$ cat src/rtl/trap_ctrl_pkg.sv
// trap_ctrl_pkg: shared constants and types for the trap sequencer.
//   - CSR addresses written or read through the CLINT-side port
//   - mcause codes for ecall, ebreak and the machine timer interrupt
//   - mstatus bit positions touched on trap entry and mret
//   - FSM state encoding
package trap_ctrl_pkg;

  localparam int unsigned XLEN = 32;

  // CSR addresses (upper bits zero on the write port)
  localparam logic [XLEN-1:0] CsrAddrMstatus = 32'h0000_0300;
  localparam logic [XLEN-1:0] CsrAddrMtvec   = 32'h0000_0305;
  localparam logic [XLEN-1:0] CsrAddrMepc    = 32'h0000_0341;
  localparam logic [XLEN-1:0] CsrAddrMcause  = 32'h0000_0342;

  // mcause values
  localparam logic [XLEN-1:0] CauseEcall    = 32'd11;
  localparam logic [XLEN-1:0] CauseEbreak   = 32'd3;
  localparam logic [XLEN-1:0] CauseTimerInt = 32'h8000_0007;

  // mstatus bit indices
  localparam int unsigned MstatusMieBit  = 3;
  localparam int unsigned MstatusMpieBit = 7;

  typedef enum logic [2:0] {
    StIdle,
    StWMepc,
    StWMstatus,
    StWMcause,
    StEnter,
    StRMstatus,
    StRJump
  } trap_state_e;

  // States that drive the CSR write port and stall on a WB collision.
  function automatic logic is_write_state(trap_state_e st);
    return (st == StWMepc) || (st == StWMstatus) || (st == StWMcause) || (st == StRMstatus);
  endfunction

endpackage

$ cat src/rtl/trap_ctrl_if.sv
// trap_ctrl_if: bundles every non-clock signal of the trap sequencer.
//   Suffixes are from the sequencer's point of view (_i into it, _o out of it).
//   slave  modport : the trap sequencer itself
//   master modport : surrounding pipeline / CSR file / fetch logic
// Optional: TRAP_CTRL_TIMER_INT_EN adds the level timer interrupt request int_flag_i.
interface trap_ctrl_if;
  import trap_ctrl_pkg::*;

  // Decode / execute stage
  logic            inst_ecall_i;
  logic            inst_ebreak_i;
  logic            inst_mret_i;
  logic [XLEN-1:0] inst_addr_i;
  logic            jump_flag_i;
  logic [XLEN-1:0] jump_addr_i;
`ifdef TRAP_CTRL_TIMER_INT_EN
  logic            int_flag_i;
`endif
  // CSR file
  logic            global_int_en_i;
  logic [XLEN-1:0] csr_mtvec_i;
  logic [XLEN-1:0] csr_mepc_i;
  logic [XLEN-1:0] csr_mstatus_i;
  logic            wb_csr_we_i;
  // Outputs
  logic            hold_flag_o;
  logic            we_o;
  logic [XLEN-1:0] waddr_o;
  logic [XLEN-1:0] wdata_o;
  logic            int_assert_o;
  logic [XLEN-1:0] int_addr_o;

  modport slave (
    input  inst_ecall_i,
    input  inst_ebreak_i,
    input  inst_mret_i,
    input  inst_addr_i,
    input  jump_flag_i,
    input  jump_addr_i,
`ifdef TRAP_CTRL_TIMER_INT_EN
    input  int_flag_i,
`endif
    input  global_int_en_i,
    input  csr_mtvec_i,
    input  csr_mepc_i,
    input  csr_mstatus_i,
    input  wb_csr_we_i,
    output hold_flag_o,
    output we_o,
    output waddr_o,
    output wdata_o,
    output int_assert_o,
    output int_addr_o
  );

  modport master (
    output inst_ecall_i,
    output inst_ebreak_i,
    output inst_mret_i,
    output inst_addr_i,
    output jump_flag_i,
    output jump_addr_i,
`ifdef TRAP_CTRL_TIMER_INT_EN
    output int_flag_i,
`endif
    output global_int_en_i,
    output csr_mtvec_i,
    output csr_mepc_i,
    output csr_mstatus_i,
    output wb_csr_we_i,
    input  hold_flag_o,
    input  we_o,
    input  waddr_o,
    input  wdata_o,
    input  int_assert_o,
    input  int_addr_o
  );

endinterface

$ cat src/rtl/trap_ctrl.sv
// trap_ctrl: trap sequencer owning the CLINT-side CSR write port.
//   Detects ecall/ebreak, mret and (optionally) the machine timer interrupt,
//   stalls the pipeline, writes mepc -> mstatus -> mcause one per cycle and
//   then redirects fetch to mtvec; mret rewrites mstatus and redirects to mepc.
// Ports:
//   clk    : clock
//   rst_n  : asynchronous active-low reset
//   bus    : trap_ctrl_if.slave (decode requests, live CSR values, WB collision
//            flag, stall, CSR write port, fetch redirect)
// Optional feature: define TRAP_CTRL_TIMER_INT_EN to accept the level timer
// interrupt (bus.int_flag_i) when global_int_en_i is set.
module trap_ctrl
  import trap_ctrl_pkg::*;
(
  input  logic           clk,
  input  logic           rst_n,
  trap_ctrl_if.slave     bus
);

  trap_state_e     state_q, state_d;
  logic [XLEN-1:0] cause_q, cause_d;
  logic [XLEN-1:0] ret_pc_q, ret_pc_d;

  logic req_exc;
  logic req_mret;
  logic req_int;

  // mstatus on trap entry: MPIE <- MIE, MIE <- 0.
  function automatic logic [XLEN-1:0] mstatus_on_trap(logic [XLEN-1:0] m);
    logic [XLEN-1:0] r;
    r                 = m;
    r[MstatusMpieBit] = m[MstatusMieBit];
    r[MstatusMieBit]  = 1'b0;
    return r;
  endfunction

  // mstatus on mret: MIE <- MPIE, MPIE <- 1.
  function automatic logic [XLEN-1:0] mstatus_on_mret(logic [XLEN-1:0] m);
    logic [XLEN-1:0] r;
    r                 = m;
    r[MstatusMieBit]  = m[MstatusMpieBit];
    r[MstatusMpieBit] = 1'b1;
    return r;
  endfunction

  always_comb begin
    req_exc  = bus.inst_ecall_i | bus.inst_ebreak_i;
    req_mret = bus.inst_mret_i;
`ifdef TRAP_CTRL_TIMER_INT_EN
    req_int  = bus.int_flag_i & bus.global_int_en_i;
`else
    req_int  = 1'b0;
`endif
  end

`ifndef TRAP_CTRL_TIMER_INT_EN
  // Without the timer interrupt these inputs have no consumer.
  logic unused_int_inputs;
  assign unused_int_inputs = ^{bus.global_int_en_i, bus.jump_flag_i, bus.jump_addr_i};
`endif

  always_comb begin
    state_d          = state_q;
    cause_d          = cause_q;
    ret_pc_d         = ret_pc_q;
    bus.hold_flag_o  = 1'b0;
    bus.we_o         = 1'b0;
    bus.waddr_o      = '0;
    bus.wdata_o      = '0;
    bus.int_assert_o = 1'b0;
    bus.int_addr_o   = '0;

    unique case (state_q)
      StIdle: begin
        // Priority: synchronous exception > mret > interrupt.
        if (req_exc) begin
          state_d         = StWMepc;
          cause_d         = bus.inst_ecall_i ? CauseEcall : CauseEbreak;
          ret_pc_d        = bus.inst_addr_i;
          bus.hold_flag_o = 1'b1;
        end else if (req_mret) begin
          state_d         = StRMstatus;
          bus.hold_flag_o = 1'b1;
        end else if (req_int) begin
          // A redirecting instruction has already committed; resume at its target.
          state_d         = StWMepc;
          cause_d         = CauseTimerInt;
          ret_pc_d        = bus.jump_flag_i ? bus.jump_addr_i : bus.inst_addr_i;
          bus.hold_flag_o = 1'b1;
        end
      end

      StWMepc: begin
        bus.hold_flag_o = 1'b1;
        bus.we_o        = 1'b1;
        bus.waddr_o     = CsrAddrMepc;
        bus.wdata_o     = ret_pc_q;
        if (!bus.wb_csr_we_i) state_d = StWMstatus;
      end

      StWMstatus: begin
        bus.hold_flag_o = 1'b1;
        bus.we_o        = 1'b1;
        bus.waddr_o     = CsrAddrMstatus;
        bus.wdata_o     = mstatus_on_trap(bus.csr_mstatus_i);
        if (!bus.wb_csr_we_i) state_d = StWMcause;
      end

      StWMcause: begin
        bus.hold_flag_o = 1'b1;
        bus.we_o        = 1'b1;
        bus.waddr_o     = CsrAddrMcause;
        bus.wdata_o     = cause_q;
        if (!bus.wb_csr_we_i) state_d = StEnter;
      end

      StEnter: begin
        bus.hold_flag_o  = 1'b1;
        bus.int_assert_o = 1'b1;
        bus.int_addr_o   = bus.csr_mtvec_i;
        state_d          = StIdle;
      end

      StRMstatus: begin
        bus.hold_flag_o = 1'b1;
        bus.we_o        = 1'b1;
        bus.waddr_o     = CsrAddrMstatus;
        bus.wdata_o     = mstatus_on_mret(bus.csr_mstatus_i);
        if (!bus.wb_csr_we_i) state_d = StRJump;
      end

      StRJump: begin
        bus.hold_flag_o  = 1'b1;
        bus.int_assert_o = 1'b1;
        bus.int_addr_o   = bus.csr_mepc_i;
        state_d          = StIdle;
      end

      default: state_d = StIdle;
    endcase
  end

  always_ff @(posedge clk or negedge rst_n) begin
    if (!rst_n) begin
      state_q  <= StIdle;
      cause_q  <= '0;
      ret_pc_q <= '0;
    end else begin
      state_q  <= state_d;
      cause_q  <= cause_d;
      ret_pc_q <= ret_pc_d;
    end
  end

`ifndef SYNTHESIS
  // A write state must always present a write.
  always_comb begin
    if (rst_n && is_write_state(state_q)) begin
      assert (bus.we_o) else $error("write state without we_o");
    end
  end
`endif

endmodule

$ cat src/flat_wrapper.sv
// flat-port wrapper written by rule: the top's interface ports become plain ports
module trap_ctrl_flat import trap_ctrl_pkg::*;
  (clk, rst_n, bus_inst_ecall_i, bus_inst_ebreak_i, bus_inst_mret_i, bus_inst_addr_i, bus_jump_flag_i, bus_jump_addr_i, bus_global_int_en_i, bus_csr_mtvec_i, bus_csr_mepc_i, bus_csr_mstatus_i, bus_wb_csr_we_i, bus_hold_flag_o, bus_we_o, bus_waddr_o, bus_wdata_o, bus_int_assert_o, bus_int_addr_o);
  trap_ctrl_if bus_i ();
  input  logic clk;
  input  logic rst_n;
  input wire logic [$bits(bus_i.inst_ecall_i)-1:0] bus_inst_ecall_i;
  input wire logic [$bits(bus_i.inst_ebreak_i)-1:0] bus_inst_ebreak_i;
  input wire logic [$bits(bus_i.inst_mret_i)-1:0] bus_inst_mret_i;
  input wire logic [$bits(bus_i.inst_addr_i)-1:0] bus_inst_addr_i;
  input wire logic [$bits(bus_i.jump_flag_i)-1:0] bus_jump_flag_i;
  input wire logic [$bits(bus_i.jump_addr_i)-1:0] bus_jump_addr_i;
  input wire logic [$bits(bus_i.global_int_en_i)-1:0] bus_global_int_en_i;
  input wire logic [$bits(bus_i.csr_mtvec_i)-1:0] bus_csr_mtvec_i;
  input wire logic [$bits(bus_i.csr_mepc_i)-1:0] bus_csr_mepc_i;
  input wire logic [$bits(bus_i.csr_mstatus_i)-1:0] bus_csr_mstatus_i;
  input wire logic [$bits(bus_i.wb_csr_we_i)-1:0] bus_wb_csr_we_i;
  output wire logic [$bits(bus_i.hold_flag_o)-1:0] bus_hold_flag_o;
  output wire logic [$bits(bus_i.we_o)-1:0] bus_we_o;
  output wire logic [$bits(bus_i.waddr_o)-1:0] bus_waddr_o;
  output wire logic [$bits(bus_i.wdata_o)-1:0] bus_wdata_o;
  output wire logic [$bits(bus_i.int_assert_o)-1:0] bus_int_assert_o;
  output wire logic [$bits(bus_i.int_addr_o)-1:0] bus_int_addr_o;
  assign bus_i.inst_ecall_i = bus_inst_ecall_i;
  assign bus_i.inst_ebreak_i = bus_inst_ebreak_i;
  assign bus_i.inst_mret_i = bus_inst_mret_i;
  assign bus_i.inst_addr_i = bus_inst_addr_i;
  assign bus_i.jump_flag_i = bus_jump_flag_i;
  assign bus_i.jump_addr_i = bus_jump_addr_i;
  assign bus_i.global_int_en_i = bus_global_int_en_i;
  assign bus_i.csr_mtvec_i = bus_csr_mtvec_i;
  assign bus_i.csr_mepc_i = bus_csr_mepc_i;
  assign bus_i.csr_mstatus_i = bus_csr_mstatus_i;
  assign bus_i.wb_csr_we_i = bus_wb_csr_we_i;
  assign bus_hold_flag_o = bus_i.hold_flag_o;
  assign bus_we_o = bus_i.we_o;
  assign bus_waddr_o = bus_i.waddr_o;
  assign bus_wdata_o = bus_i.wdata_o;
  assign bus_int_assert_o = bus_i.int_assert_o;
  assign bus_int_addr_o = bus_i.int_addr_o;
  trap_ctrl u_core (.clk(clk), .rst_n(rst_n), .bus(bus_i));
endmodule
$ cat config.mk
export PLATFORM = sky130hd
export DESIGN_NAME = trap_ctrl_flat
export DESIGN_NICKNAME = d
export VERILOG_FILES = /design/src/rtl/trap_ctrl_pkg.sv /design/src/rtl/trap_ctrl_if.sv /design/src/rtl/trap_ctrl.sv /design/src/flat_wrapper.sv
export SDC_FILE = /design/constraint.sdc
export NUM_CORES = 1
export LEC_CHECK = 0
export BUFFER_PORTS_ARGS = -buffer_cell sky130_fd_sc_hd__buf_4
export CAP_MARGIN = 20
export CORE_AREA = 5 5 100 102
export CTS_CLUSTER_DIAMETER = 120
export DETAILED_ROUTE_END_ITERATION = 8
export DIE_AREA = 0 0 105 107
export HOLD_SLACK_MARGIN = 0.05
export PLACE_DENSITY = 0.85
export SETUP_SLACK_MARGIN = 0.4
export SLEW_MARGIN = 5
export SYNTH_ARGS = -nofsm -noshare
export SYNTH_HDL_FRONTEND = slang
export SYNTH_SLANG_ARGS = --single-unit
$ cat constraint.sdc
create_clock -name clk -period 1.4 [get_ports clk]
set_input_delay 0.21 -clock clk [delete_from_list [all_inputs] [get_ports clk]]
set_output_delay 0.21 -clock clk [all_outputs]
set_load 0.005 [all_outputs]
==> qor.csv, run 1 <==
stage;metric;value;unit
synth;synth.cell_area;2810;um^2
cts;cts_root_buf;clkbuf_8;
final_layout;layout_commonest_cell;buf_4;
drt;drt_first_iter_violations;118;
outcome;status;complete, but fails checks;
grt;grt_max_degree;38;
final_layout;layout-drive-gt1-share;0.720;
drt;via_count;2826;
outcome;violations;negative setup slack;
power;peakVddDrop;1.30;mV
synth;synth.top_cell.area_share;0.330;
cts;cts_buffer_depth;2;
grt;overflow;0;
place;pre_cts_ws;-0.235;ns
drt;drtPass1Iterations;4;
power;p_leak;2.57;nW
die;core;9020;um^2
grt;grt_pass1_vias;3044;
synth;synth-warning-count;0;
grt;antenna_found_initial;0;
cts;cts_made_buffers;5;
final_layout;fin_util;0.572;
synth;synth-seq-cells;37;
die;dieHeight;107;um
final_layout;multi_input_comb_area;1810;um^2
timing;fin_ws;-0.432;ns
final_layout;area_growth;83.8;%
final_layout;n_antenna_cell;0;
worst_setup_path;critical_path_class;reg -> out;
final_layout;final_cells;603;
grt;grt_use_total;0.171;
worst_setup_path;crit_path_end_kind;primary output;
timing;fin_crit_sh;1.31;
place;io_buffers;205;
synth;netlist_instances;262;
grt;met2_usage;0.313;
power;power_density;2140;nW/um^2
final_layout;layout.nets;659;
die;pin_count;267;
synth;synth_cell_types;31;
timing;final_hold_viol_count;0;
worst_setup_path;cp.required;1.19;ns
final_layout;seq_area;930;um^2
synth;synth_area_leader_cell;dfrtp_1;
worst_setup_path;cp-start-kind;register;
worst_setup_path;worst-path-max-fanout;14;
synth;yosysSeqAreaShare;0.330;
place;place_area;4570;um^2
cts;clkSinkCount;37;
place;place.gp.congestion;0.784;
cts;clock_insertion_delay_worst_skew;0.29;ns
power;finalPower;11.0;mW
final_layout;layout_common_cells;buf_4 (210), dfrtp_1 (34), a22o_1 (29), mux2_4 (29), nor2_2 (28);
synth;synthTopCellsByArea;dfrtp_1 (33%), mux2_4 (16%), mux2i_1 (12%);
drt;remaining_drc_errors;0;
final_layout;stdcell_area;5160;um^2
grt;use_met1;0.194;
drt;wl_per_cell;17.2;um
synth;avgSynthCellArea;10.7;um^2
drt;viasPerCell;4.69;
run;max_cap_violations;0;
timing;timing.hold.ws;0.141;ns
timing;drv_slew;0;
die;rows;35;
place;dpl.hpwl;7.75;mm
timing;fin_skew;0.00351;ns
die;die_w;105;um
cts;cts_tree;built;
drt;postRouteAntennaNets;0;
worst_setup_path;cp.arrival;1.62;ns
die;start_util;0.311;
grt;top_usage_layer;met2;
timing;final.setup.tns;-36.17;ns
grt;grt_use_met3;0.0578;
timing;max_freq;546;MHz
drt;routed_wl;10.4;mm
final_layout;nFillCells;713;
timing;rsz0062_at_grt;yes;
place;place_inst;574;
cts;htreeDepth;2;
cts;path_clk_slew;0.08;ns
timing;finalSetupViolCount;106;
min_path;hp-class;in -> reg;
die;die-area;11200;um^2
timing;fin_crit;1.83;ns
grt;grt_pass1_wl;15.7;mm
per-layer routing:
| metal | routed length (um) | vias up |
|---|---|---|
| met4 | 146 | 0 |
| met5 | 0 | - |
| met2 | 5370 | 168 |
| met3 | 1090 | 12 |
| li1 | - | 1328 |
| met1 | 3770 | 1318 |
worst max-delay path, cell delays in order (launching register included):
cell	delay [ns]
dfrtp_2	0.41
nor2b_4	0.14
a22o_4	0.29
clkbuf_16	0.17
a22o_1	0.18
buf_4	0.13
flip-flops by register name, indices dropped and copies added (netlist names):
signal / flops
u_core.state_q: 3
u_core.cause_q: 2
u_core.ret_pc_q: 32
synthesized netlist by cell type (all sizes together):
master / n
o21ai: 3
nand2: 5
clkbuf: 6
inv: 1
a21oi: 3
nand2b: 1
mux2: 35
mux2i: 33
o211ai: 2
nor2: 37
nor2b: 4
buf: 45
nor4b: 1
a22oi: 1
conb: 1
and2b: 2
and2: 3
nand3b: 2
or2: 1
dfrtp: 37
or3: 1
a22o: 30
nor3: 2
nand3: 5
a31oi: 1
path summary, 6_finish.rpt:
path	to	depth (start not counted)	startpoint	slack, ns
max	bus_wdata_o[30]	5	u_core.state_q[0]	-0.43
min reg2reg	u_core.cause_q[1]	1	u_core.cause_q[1]	0.51
max reg2reg	u_core.ret_pc_q[5]	6	u_core.state_q[1]	-0.38
max in group asynchronous	u_core.state_q[1]	2	rst_n	0.62
min	u_core.ret_pc_q[24]	2	bus_inst_addr_i[24]	0.14
min in group asynchronous	u_core.ret_pc_q[13]	2	rst_n	0.42
timing repair:
item,4_1_cts,5_1_grt
pin swaps,4,5
buffers inserted,12,2
gates cloned,4,2
hold buffers,1,0
hold endpoints to repair,37,0
endpoints found under the setup margin,109,109
resized for setup,28,24
kinds of logic (layout without fill, tap and decap cells):
family | count (synthesis) | in the layout | share of synthesized area
mux | 68 | 68 | 0.297
buf+inv | 52 | 256 | 0.146
compound gates | 40 | 40 | 0.115
flops | 37 | 37 | 0.330
other cells | 1 | 27 | 0.00134
simple gates | 64 | 64 | 0.111
cell type report:
type	count	area share
Sequential cell	37	0.180
Tap cell	111	0.0269
Clock inverter	3	0.00897
Clock buffer	5	0.0133
Timing Repair Buffer	247	0.419
Inverter	1	0.00121
Multi-Input combinational cell	199	0.350
report_power, final:
part	total [mW]	internal [mW]	switching [mW]	leakage, nW
clock network	0.952	0.533	0.419	0.0543
logic	8.03	4.99	3.03	2.09
registers	2.04	1.63	0.416	0.430
Power figures use the tool's default switching activity.
==> run 2: changes to the inputs <==
--- a/config.mk
+++ b/config.mk
@@ -5,6 +5,7 @@
 export SDC_FILE = /design/constraint.sdc
 export NUM_CORES = 1
 export LEC_CHECK = 0
+export ABC_AREA = 1
 export BUFFER_PORTS_ARGS = -buffer_cell sky130_fd_sc_hd__buf_4
 export CAP_MARGIN = 20
 export CORE_AREA = 5 5 100 102
@@ -12,7 +13,7 @@
 export DETAILED_ROUTE_END_ITERATION = 8
 export DIE_AREA = 0 0 105 107
 export HOLD_SLACK_MARGIN = 0.05
-export PLACE_DENSITY = 0.85
+export PLACE_DENSITY = 0.84
 export SETUP_SLACK_MARGIN = 0.4
 export SLEW_MARGIN = 5
 export SYNTH_ARGS = -nofsm -noshare
==> qor.csv, run 2 <==
stage;metric;value;unit;change
grt;grt_max_degree;38;;unchanged
worst_setup_path;cp.arrival;1.62;ns;about the same
timing;rsz0062_at_grt;yes;;
die;start_util;0.308;;-0.00347
outcome;status;complete, but fails checks;;
synth;yosys-top-cells-count;nand2_1 (145), inv_1 (69), o21ai_0 (50), nand3_1 (42), dfrtp_1 (37);;
min_path;hold_start;bus_inst_addr_i[29];;
drt;via_count;3787;;+34%
drt;postRouteAntennaNets;0;;unchanged
final_layout;layout-drive-gt1-share;0.677;;-0.0422
worst_setup_path;cp-start-kind;register;;
timing;fin_ws;-0.431;ns;+0.000299 ns
power;finalPower;13.5;mW;+23%
cts;clkSinkCount;37;;unchanged
cts;path_clk_slew;0.08;ns;about the same
drt;wl_per_cell;17.2;um;about the same
power;p_leak;3.53;nW;+37%
final_layout;nFillCells;611;;-14%
synth;synth_edf_count;0;;unchanged
synth;synth-warning-count;0;;unchanged
min_path;hp-class;in -> reg;;
final_layout;largest_register_ffs;32;;unchanged
cts;clock_insertion_delay_worst_skew;0.28;ns;about the same
cts;cts_buffer_depth;2;;unchanged
worst_setup_path;critical_path_class;reg -> out;;
final_layout;layout_commonest_cell;buf_4;;
final_layout;final_cells;799;;+33%
cts;cts_made_buffers;5;;unchanged
synth;async_flop_share;1.00;;unchanged
timing;final.setup.tns;-35.44;ns;+0.730 ns
timing;drv_slew;0;;unchanged
synth;avgSynthCellArea;6.47;um^2;-40%
drt;routed_wl;13.7;mm;+32%
synth;synthTopCellsByArea;dfrtp_1 (33%), nand2_1 (20%), inv_1 (9.3%);;
power;power.switching;5.69;mW;+47%
synth;synth_most_common_cell;nand2_1;;
place;dpl.hpwl;7.50;mm;-3.2%
place;io_buffers;205;;unchanged
synth;synth.top_cell.area_share;0.333;;+0.00372
cts;cts_root_buf;clkbuf_8;;
place;place.gp.congestion;0.871;;+11%
synth;synth.cell_area;2780;um^2;-1.1%
worst_setup_path;r2r_start;u_core.state_q[1];;
grt;antenna_found_initial;0;;unchanged
power;power_density;2120;nW/um^2;-0.82%
drt;drtPass1Iterations;4;;unchanged
grt;overflow;0;;unchanged
run;max_cap_violations;0;;unchanged
cts;cts_tree;built;;
final_layout;area_growth;130;%;
power;seqPwrFrac;0.157;;-0.028
worst_setup_path;r2r_cells;10;;+4
timing;fin_skew;0.00955;ns;+0.00604 ns
timing;finalSetupViolCount;108;;+1.9%
synth;synth_area_leader_cell;dfrtp_1;;
die;rows;35;;unchanged
final_layout;layout.nets;855;;+30%
grt;grt_use_total;0.209;;+0.0377
synth;yosys_most_used_dff;dfrtp_1;;
worst_setup_path;crit_path_end_kind;primary output;;
worst_setup_path;cp-startpoint;u_core.state_q[1];;
die;die_w;105;um;unchanged
timing;fin_crit_sh;1.31;;about the same
grt;grt_pass1_vias;3788;;+24%
power;peakVddDrop;0.890;mV;-31%
die;die-area;11200;um^2;unchanged
die;pin_count;267;;unchanged
worst_setup_path;ff2ff_setup_slack;-0.35;ns;+0.03 ns
die;dieHeight;107;um;unchanged
worst_setup_path;crit_path_end;bus_int_addr_o[28];;
power;pwr-share-comb;0.789;;+0.061
final_layout;reg.largest.list;u_core.ret_pc_q: 32 flops, u_core.state_q: 3 flops, u_core.cause_q: 2 flops;;
timing;max_freq;546;MHz;about the same
power;p_int;7.82;mW;+9.3%
power;power_frac_clock;0.054;;-0.032
synth;yosysSeqAreaShare;0.333;;+0.00372
drt;remaining_drc_errors;0;;unchanged
worst_setup_path;r2r-end;u_core.ret_pc_q[16];;
final_layout;top_register;u_core.ret_pc_q;;
die;core;9020;um^2;unchanged
outcome;violations;negative setup slack;;
drt;viasPerCell;4.74;;+1.1%
worst_setup_path;worst-path-max-fanout;5;;-9
grt;grt_pass1_wl;19.1;mm;+21%
drt;drt_first_iter_violations;157;;+33%
synth;netlist_instances;429;;+64%
place;place_inst;743;;+29%
final_layout;n_antenna_cell;0;;unchanged
synth;synth-seq-cells;37;;unchanged
timing;final_hold_viol_count;0;;unchanged
worst_setup_path;cp.required;1.19;ns;about the same
synth;synth_cell_types;22;;-29%
power;p_sw_frac;0.421;;+0.0701
timing;fin_crit;1.83;ns;-0.000299 ns
cts;htreeDepth;2;;unchanged
final_layout;layout_common_cells;buf_4 (187), inv_1 (67), buf_6 (57);;
## run 2: logic make-up (layout without fill, tap and decap cells)
kind of cell           count (synthesis)  count (layout)  synth area share
AO/OA/AOI/OAI                         68              68             0.137
buffers and inverters                124             357             0.229
flip-flops                            37              37             0.333
other                                  1              27           0.00135
AND/OR/NAND/NOR                      199             199             0.299
## run 2: power by group through the flow
stage,combinational (mW),sequential (mW),clock [mW]
CTS,8.98,1.99,0.753
finish,10.6,2.12,0.735
detailed placement,5.39,1.91,0
global placement,5.33,1.88,0
global route,11.2,2.17,0.811
floorplan,3.03,1.84,0
## run 2: area by class of cell
class / instances / area [um^2] / share of cell area
Multi-Input combinational cell: 294 / 2130 / 0.334
Tap cell: 111 / 139 / 0.0218
Clock inverter: 2 / 10.0 / 0.00157
Sequential cell: 37 / 927 / 0.145
Timing Repair Buffer: 277 / 2820 / 0.443
Clock buffer: 6 / 72.6 / 0.0114
Inverter: 72 / 275 / 0.0432
## run 2: layer usage
| metal | wire [um] | vias to the layer above | global-route usage |
|---|---|---|---|
| li1 | - | 1786 | - |
| met1 | 4720 | 1812 | 0.229 |
| met2 | 7760 | 153 | 0.400 |
| met3 | 879 | 36 | 0.0488 |
| met4 | 382 | 0 | 0.0557 |
| met5 | 0 | - | 0 |
## run 2: worst min-delay path by stage
stage	end	cells after the start
floorplan	u_core.cause_q[1]	0
global placement	u_core.ret_pc_q[25]	1
detailed placement	u_core.ret_pc_q[23]	1
CTS	u_core.ret_pc_q[10]	3
global route	u_core.ret_pc_q[21]	3
finish	u_core.ret_pc_q[29]	3
## run 2: repair_timing
action	in CTS	in global routing
hold buffers	1	0
endpoints found under the setup margin	109	109
resized for setup	163	137
cloned	17	3
endpoints found under the hold margin	37	0
pin swaps	15	30
buffers inserted	22	5
## run 2: stage by stage
step / cell area [um^2] / setup WS (ns) / utilization / hold WS, ns
after global placement: 4500 / -0.0456 / 0.498 / 0.200
final: 6380 / -0.431 / 0.707 / 0.164
after global routing: 6380 / -0.488 / 0.707 / 0.153
after detailed placement: 4500 / -0.0598 / 0.498 / 0.210
after CTS: 5770 / -0.352 / 0.640 / 0.150
after floorplan: 2960 / 0.118 / - / -0.0856
## run 2: critical path, stage by stage (launching register included)
cell	delay (ns)
dfrtp_2	0.44
buf_6	0.14
nor2_4	0.13
buf_6	0.15
clkbuf_16	0.15
nand3_2	0.06
o21ai_1	0.13
buf_4	0.14
